File: src/rtl/uart_receiver.sv
// UART receiver: synchronized rx line, mid-bit sampling of 8N1 frames, and a
// byte/frame-error handshake held until the downstream controller acknowledges.
module uart_receiver #(
    parameter int SYNC_STAGES = 2
) (
    input  logic        clk,
    input  logic        rst_n,
    input  logic [31:0] clk_div,
    input  logic        rx,
    input  logic        ctrl_byte_finish,
    output logic [7:0]  rx_data,
    output logic        byte_finish,
    output logic        rx_busy,
    output logic        frame_err
);

    typedef enum logic [2:0] {
        IDLE,
        START,
        DATA,
        STOP,
        WAIT_ACK
    } state_t;

    state_t                 state;
    state_t                 state_nxt;
    logic [SYNC_STAGES-1:0] sync_q;
    logic                   rx_s;
    logic                   rx_d;
    logic [31:0]            bit_period;
    logic [31:0]            cnt;
    logic [31:0]            target;
    logic                   sample;
    logic [2:0]             bit_idx;
    logic [7:0]             shift_q;

    assign rx_s = sync_q[SYNC_STAGES-1];

    // Synchronizer and edge-detect flops idle high so reset never looks like a start bit.
    always_ff @(posedge clk) begin
        if (!rst_n) begin
            sync_q <= '1;
            rx_d   <= 1'b1;
        end else begin
            // NOTE: non-blocking assignments let every flop see the pre-edge value of its neighbour.
            sync_q <= {sync_q[SYNC_STAGES-2:0], rx};
            rx_d   <= rx_s;
        end
    end

    always_ff @(posedge clk) begin
        if (!rst_n) begin
            state <= IDLE;
        end else begin
            state <= state_nxt;
        end
    end

    always_comb begin
        // NOTE: every output of this block gets a default first, so no path can infer a latch.
        state_nxt = state;
        target    = bit_period;
        sample    = 1'b0;
        unique case (state)
            IDLE: begin
                if (rx_d && !rx_s) begin
                    state_nxt = START;
                end
            end
            START: begin
                target = bit_period >> 1;
                sample = (cnt == target - 32'd1);
                if (sample) begin
                    state_nxt = rx_s ? IDLE : DATA;
                end
            end
            DATA: begin
                sample = (cnt == target - 32'd1);
                if (sample && bit_idx == 3'd7) begin
                    state_nxt = STOP;
                end
            end
            STOP: begin
                sample = (cnt == target - 32'd1);
                if (sample) begin
                    state_nxt = WAIT_ACK;
                end
            end
            WAIT_ACK: begin
                if (ctrl_byte_finish) begin
                    state_nxt = IDLE;
                end
            end
            default: state_nxt = IDLE;
        endcase
    end

    always_ff @(posedge clk) begin
        if (!rst_n) begin
            bit_period  <= 32'd2;
            cnt         <= '0;
            bit_idx     <= '0;
            shift_q     <= '0;
            rx_data     <= '0;
            byte_finish <= 1'b0;
            frame_err   <= 1'b0;
            rx_busy     <= 1'b0;
        end else begin
            rx_busy <= (state_nxt != IDLE);

            // Counter restarts on every state entry and after each sample point.
            if (state == IDLE || state_nxt != state || sample) begin
                cnt <= '0;
            end else begin
                cnt <= cnt + 32'd1;
            end

            // Bit period is frozen for the whole frame; anything below 2 would zero the half-bit target.
            if (state == IDLE && state_nxt == START) begin
                bit_period <= (clk_div < 32'd2) ? 32'd2 : clk_div;
            end

            if (state == START) begin
                bit_idx <= '0;
            end

            if (state == DATA && sample) begin
                shift_q <= {rx_s, shift_q[7:1]};
                bit_idx <= bit_idx + 3'd1;
            end

            if (state == STOP && sample) begin
                if (rx_s) begin
                    rx_data     <= shift_q;
                    byte_finish <= 1'b1;
                end else begin
                    frame_err   <= 1'b1;
                end
            end

            if (state == WAIT_ACK && ctrl_byte_finish) begin
                byte_finish <= 1'b0;
                frame_err   <= 1'b0;
            end
        end
    end

endmodule

File: config.mk
export PLATFORM = sky130hd
export DESIGN_NAME = uart_receiver
export DESIGN_NICKNAME = d
export VERILOG_FILES = /design/src/rtl/uart_receiver.sv
export SDC_FILE = /design/constraint.sdc
export NUM_CORES = 1
export LEC_CHECK = 0
export CELL_PAD_IN_SITES_DETAIL_PLACEMENT = 0
export CELL_PAD_IN_SITES_GLOBAL_PLACEMENT = 2
export CORE_ASPECT_RATIO = 1.75
export CORE_MARGIN = 1
export CORE_UTILIZATION = 36
export CTS_BUF_LIST = sky130_fd_sc_hd__clkbuf_8
export DETAILED_ROUTE_END_ITERATION = 16
export PLACE_DENSITY_LB_ADDON = 0.25
export SYNTH_ARGS = -nofsm -noshare
export SYNTH_HDL_FRONTEND = slang
export SYNTH_SLANG_ARGS = --single-unit
File: constraint.sdc
create_clock -name clk -period 4.7 [get_ports clk]
set_clock_uncertainty 0.15 [all_clocks]
set_input_delay 1.175 -clock clk [delete_from_list [all_inputs] [get_ports clk]]
set_output_delay 1.175 -clock clk [all_outputs]
set_load 0.05 [all_outputs]
==> results of run 1 <==
[power by group]
part           internal [mW]  leakage [nW]  switching (mW)
registers              0.791         0.744          0.0265
clock network          0.255        0.0988           0.324
logic                  0.134          1.48           0.180
[worst max-delay path, delay by kind of cell (launching register included)]
family / cells / cell delay [ns]
AOI/OAI and AO/OA: 3 / 0.97
adders and majority gates: 1 / 0.34
and+or+nand+nor: 5 / 1.64
DFF: 1 / 0.36
buffers and inverters: 2 / 0.45
[registers in the layout, summed over array words and instances (netlist names)]
register,flops
state,3
sync_q,2
rx_data,8
shift_q,8
bit_period,32
bit_idx,3
byte_finish,1
cnt,32
rx_busy,1
rx_d,1
frame_err,1
[through the flow]
stage / cell area, um2 / util / hold slack (ns) / instances
4_1_cts: 6820 / 0.417 / 0.273 / 1011
5_1_grt: 6820 / 0.417 / 0.316 / 1011
3_5_place_dp: 6610 / 0.404 / 0.246 / 995
6_report: 6820 / 0.417 / 0.268 / 1011
2_1_floorplan: 6000 / - / 0.236 / 764
3_3_place_gp: 6610 / 0.404 / 0.241 / 995
[cells by family (layout without fill, tap and decap cells)]
logic type / count (synthesis) / count (layout) / synth area share
simple gates: 352 / 352 / 0.323
compound gates: 139 / 139 / 0.149
xor+xnor: 106 / 106 / 0.155
flops: 92 / 92 / 0.307
buf+inv: 68 / 91 / 0.0528
fa+ha+maj: 5 / 5 / 0.0104
mux: 2 / 2 / 0.00334
[cell type report]
class | count | area [um2] | area share
inverters | 10 | 37.5 | 0.00550
flip-flops and latches | 92 | 1840 | 0.270
clock buffers | 9 | 124 | 0.0182
repair buffers | 65 | 616 | 0.0903
well taps | 224 | 280 | 0.0411
clock inverters | 7 | 82.6 | 0.0121
multi-input cells | 604 | 3840 | 0.563
[how the worst max path moves through the flow]
stage | start | to | depth (start not counted) | slack [ns]
2_1_floorplan | bit_period[2] | cnt[23] | 12 | 1.18
3_3_place_gp | bit_period[1] | bit_idx[0] | 13 | 0.65
3_5_place_dp | bit_period[1] | bit_idx[0] | 13 | 0.63
4_1_cts | bit_period[1] | bit_idx[0] | 13 | 0.62
5_1_grt | bit_period[1] | shift_q[5] | 13 | 0.37
6_report | bit_period[1] | cnt[1] | 11 | 0.62
[cells in the final DEF (no fill, tap or decap), types with 4 or more instances in the layout]
cell type,Yosys,layout
nor2_2,30,30
nor2_1,34,34
o22ai_1,4,4
or2_2,4,4
nor2b_1,5,5
buf_4,3,18
a211oi_1,4,4
nor4_1,19,19
a31oi_1,7,7
and2_1,4,4
and3_1,18,18
nand2b_1,4,4
nand2_1,109,109
o2111ai_1,5,5
a21oi_1,43,43
xor2_1,50,50
clkbuf_8,0,9
nand3_1,44,44
inv_1,9,9
nor3_1,18,18
o21ai_0,31,31
or3_1,7,7
ha_1,5,5
nor4b_1,4,4
o21ai_1,4,4
and4_1,5,5
dfxtp_1,92,92
o211ai_1,6,6
clkdlybuf4s50_1,0,46
xnor2_1,56,56
nand4_1,20,20
[Yosys cell counts (19+ instances only)]
cell type and instances:
nand2_1 109, dfxtp_1 92, xnor2_1 56, xor2_1 50, nand3_1 44, a21oi_1 43, clkbuf_1 37, nor2_1 34
o21ai_0 31, nor2_2 30, nand4_1 20, nor4_1 19
[layer usage]
layer / vias to the layer above / routed length (um) / part of all wire
li1: 2727 / - / -
met4: 0 / 1080 / 0.055
met1: 2650 / 6980 / 0.35
met2: 135 / 11100 / 0.56
met5: - / 0 / 0
met3: 52 / 543 / 0.028
==> impl_metrics.ini, run 1 <==
[outcome]
status = finished, final reports clean

[synthesis]
syn_area_um2 = 6000
synth_edf_count = 0
synthFlopType = dfxtp_1
yosysWarnings = 0
yosys.area.top_type = dfxtp_1
yosysSeqAreaShare = 0.307
synth_cells = 764
synthArstFlopShare = 0
syn_nets = 805
synth_top_area_frac = 0.307
yosys-top-cells-area = dfxtp_1 31%, xnor2_1 8.2%, xor2_1 7.3%, nand2_1 6.8%, nand3_1 3.7%
ys_seq_elements = 92
synth_cell_types = 76
syn_avg_cell_area_um2 = 7.85

[drt]
finalWirelength_um = 19700
dr.pass1.iters = 5
ant_nets = 0
wl_per_cell_um = 19.4
remaining_drc_errors = 0
drt_iter0_markers = 210
vias_per_cell = 5.50
routed-via-count = 5564

[min_path]
hp-class = reg -> reg
worstHoldStart = sync_q[0]
hold_end = sync_q[1]
min_path_cells = 1

[worst_setup_path]
r2r_cells = 11
crit_type = reg -> reg
path_cells = inv_1 -> ha_1 -> nor3b_4 -> nand4_2 -> or4_1 -> a2111o_1 -> nor4_2 -> a311oi_1 -> o31ai_4 -> buf_12 -> nor2b_1
worstReg2RegEnd = cnt[1]
slowest_stage = or4_1
arrival_ns = 4.19
r2r_slack_ns = 0.62
cpPeakStageDelay_ns = 0.54
r2r_start = bit_period[1]
cp-start-kind = flip-flop
cp.required_ns = 4.81
setup.worst_path.end_class = flip-flop
path_max_fanout = 32

[global_routing]
track_usage = 0.238
grt_busiest_layer = met2
grt_use_met2 = 0.466
grt_pass1_wl_um = 30800
grt_max_degree = 47
grt-ovfl-total = 0
antenna_found_initial = 0
use_met3 = 0.0331
use_met1 = 0.227
grt_pass1_vias = 5642

[sta]
hold_violations = 0
fin_ws_ns = 0.617
max_freq_mhz = 245
fin_crit_ns = 4.08
grt_setup_unrepaired = false
slew_violations = 0
tns_ns = 0
worstMarginPinSlew_ns = 1.26
period_share = 0.869
relSlewSlack = 0.157
setup-violations-final = 0

[clock_tree]
clock_latency_ns = 0.39
htreeDepth = 3
clk_pin_slew_ns = 0.11
cts_made_buffers = 9
postCtsHoldBufs = 0
post-cts-setup-buffers = 0
cts_resized = 0
cts-root-buf = clkbuf_8
clock_path_buffers = 2
cts_tree = built
cts_sinks = 92

[floorplan]
die-area_um2 = 17200
die_h_um = 173
row_count = 62
core_um2 = 16400
start_util = 0.366
die_w_um = 99.6
ioPinCount = 47

[placement]
gp_congestion = 1.01
hpwl_um = 16000
pre_cts_ws_ns = 0.634
port_buffers = 46

[layout]
layout.nets = 823
synthToLayoutAreaGrowth_pct = 13.7
antennaDiodeCount = 0
fill_cells = 1718
drive_gt1_frac = 0.113

[power]
ir_drop_mv = 0.189
total_power_mw = 1.71
power_leakage_nw = 2.32
cellPowerDensity_nw_per_um2 = 251

[flow_run]
drv_cap = 0
No activity file was read; power rests on OpenSTA's default activity.
==> run 2: changes to the inputs <==
--- a/config.mk
+++ b/config.mk
@@ -8,11 +8,11 @@
 export CELL_PAD_IN_SITES_DETAIL_PLACEMENT = 0
 export CELL_PAD_IN_SITES_GLOBAL_PLACEMENT = 2
 export CORE_ASPECT_RATIO = 1.75
-export CORE_MARGIN = 1
 export CORE_UTILIZATION = 36
 export CTS_BUF_LIST = sky130_fd_sc_hd__clkbuf_8
 export DETAILED_ROUTE_END_ITERATION = 16
 export PLACE_DENSITY_LB_ADDON = 0.25
+export RECOVER_POWER = 100
 export SYNTH_ARGS = -nofsm -noshare
 export SYNTH_HDL_FRONTEND = slang
 export SYNTH_SLANG_ARGS = --single-unit
==> run 2 against run 1 <==
Against the previous run: the flow now finishes with violations (capacitance limit, slew limit); sequential share of layout area increased by 0.41 points; first-iteration DRC count grew 1.4%; clock power barely moved; combinational power shrank 2%; global-route usage is the same; worst setup slack worse by 0.12 ns; wire length hardly changed; sequential cell count unchanged; sequential power is essentially flat; critical endpoint is now cnt[11]; largest power group unchanged.
==> impl_metrics.ini, run 2 (synthesis gave the netlist of run 1 again) <==
[outcome]
status = complete, but fails checks
failed_checks = capacitance limit, slew limit

[layout]
reg.largest.list = bit_period x32, cnt x32
final_util = 0.410
final_common_cell = nand2_1
layout_common_cells = 109 x nand2_1, 92 x dfxtp_1, 61 x nor2_1
synthToLayoutAreaGrowth_pct = 12.0
layout.nets = 823
drive_gt1_frac = 0.0737
antennaDiodeCount = 0

[sta]
max_freq_mhz = 238
grt_setup_unrepaired = false
setup-violations-final = 0
worstMarginPinSlew_ns = 1.91
tns_ns = 0
period_share = 0.894
relSlewSlack = -0.277
slew_violations = 47
fin_crit_ns = 4.20
hold_violations = 0

[worst_setup_path]
slowest_stage = nor4_1
cpPeakStageDelay_ns = 0.57
cp.required_ns = 4.81
setup.worst_path.end_class = flip-flop
path_cells = inv_1 -> ha_1 -> nor3b_4 -> nand4_1 -> or4_1 -> a2111o_1 -> nor4_1 -> a311oi_1 -> o31ai_4 -> buf_12 -> nor2_1
arrival_ns = 4.31
crit_type = reg -> reg
path_max_fanout = 32
cp-start-kind = flip-flop

[clock_tree]
cts_sinks = 92
cts_made_buffers = 9
postCtsHoldBufs = 0
post-cts-setup-buffers = 0
cts_resized = 0
clock_path_buffers = 2
clk_pin_slew_ns = 0.10
cts-root-buf = clkbuf_8
cts_tree = built
htreeDepth = 3
clock_latency_ns = 0.38

[floorplan]
core_um2 = 16400
row_count = 62
die_h_um = 173
die_w_um = 99.6
ioPinCount = 47
die-area_um2 = 17200
start_util = 0.366

[drt]
vias_per_cell = 5.55
remaining_drc_errors = 0
drt_iter0_markers = 213
ant_nets = 0
routed-via-count = 5607
dr.pass1.iters = 5
wl_per_cell_um = 19.5
finalWirelength_um = 19700

[power]
total_power_mw = 1.70
p_sw_mw = 0.524
pwr-share-comb = 0.181
swShare = 0.308
p_int_mw = 1.18
seqPwrFrac = 0.480
p_clk_frac = 0.339
ir_drop_mv = 0.189
cellPowerDensity_nw_per_um2 = 253
power_leakage_nw = 2.35

[min_path]
hp-class = reg -> reg

[global_routing]
grt_pass1_vias = 5642
grt_pass1_wl_um = 30800
track_usage = 0.238
grt_max_degree = 47
antenna_found_initial = 0
grt-ovfl-total = 0

[flow_run]
drv_cap = 1

[placement]
hpwl_um = 16000
port_buffers = 46
gp_congestion = 1.01
run 2: changes by cell type in the layout (fill, tap and decap cells not counted), moves of 2 or more:
cell,previous run,this run
buf_4,18,16
nor2_2,30,3
dlygate4sd3_1,0,12
o21ai_0,31,33
o21ai_1,4,2
clkdlybuf4s50_1,46,34
nor2_1,34,61
run 2: per-stage QoR:
step / hold slack [ns] / instance area, um2 / worst slack (ns) / instances
finish: 0.268 / 6720 / 0.499 / 1011
global route: 0.316 / 6720 / 0.193 / 1011
CTS: 0.273 / 6820 / 0.619 / 1011
detailed placement: 0.246 / 6610 / 0.634 / 995
global placement: 0.241 / 6610 / 0.652 / 995
floorplan: 0.236 / 6000 / 1.18 / 764
run 2: metal layers:
| metal | GRT usage | part of all wire | up-vias |
|---|---|---|---|
| met5 | 0 | 0 | - |
| met4 | 0.140 | 0.056 | 0 |
| met3 | 0.0331 | 0.033 | 56 |
| met2 | 0.466 | 0.56 | 146 |
| met1 | 0.227 | 0.35 | 2676 |
| li1 | - | - | 2729 |
run 2: power by group through the flow:
| stage | Combinational, mW | Sequential [mW] | Clock [mW] |
|---|---|---|---|
| 6_report | 0.308 | 0.817 | 0.577 |
| 5_1_grt | 0.336 | 0.819 | 0.628 |
| 4_1_cts | 0.313 | 0.817 | 0.599 |
| 3_5_place_dp | 0.311 | 0.836 | 0 |
| 3_3_place_gp | 0.311 | 0.835 | 0 |
| 2_1_floorplan | 0.217 | 0.817 | 0 |
run 2: layout make-up:
class	count	area (um2)
fill	1746	9650
timing repair buffer	65	609
clock inverter	7	82.6
sequential	92	1840
inverter	10	37.5
tap	224	280
clock buffer	9	124
multi-input combinational	604	3740
run 2: worst paths after layout:
| path | from | to | slack (ns) | depth (start not counted) |
|---|---|---|---|---|
| setup / recovery | bit_period[1] | cnt[11] | 0.50 | 11 |
| hold / removal | sync_q[0] | sync_q[1] | 0.27 | 1 |
| setup reg to reg | bit_period[1] | cnt[11] | 0.50 | 11 |
| hold reg to reg | sync_q[0] | sync_q[1] | 0.27 | 1 |
run 2: critical path, delay by kind of cell, from the launching register on:
kind                     cells  cell delay, ns
AND/OR/NAND/NOR              5            1.80
AO/OA/AOI/OAI                3            1.00
buffers and inverters        2            0.42
adder cells (fa/ha/maj)      1            0.32
flip-flops                   1            0.36
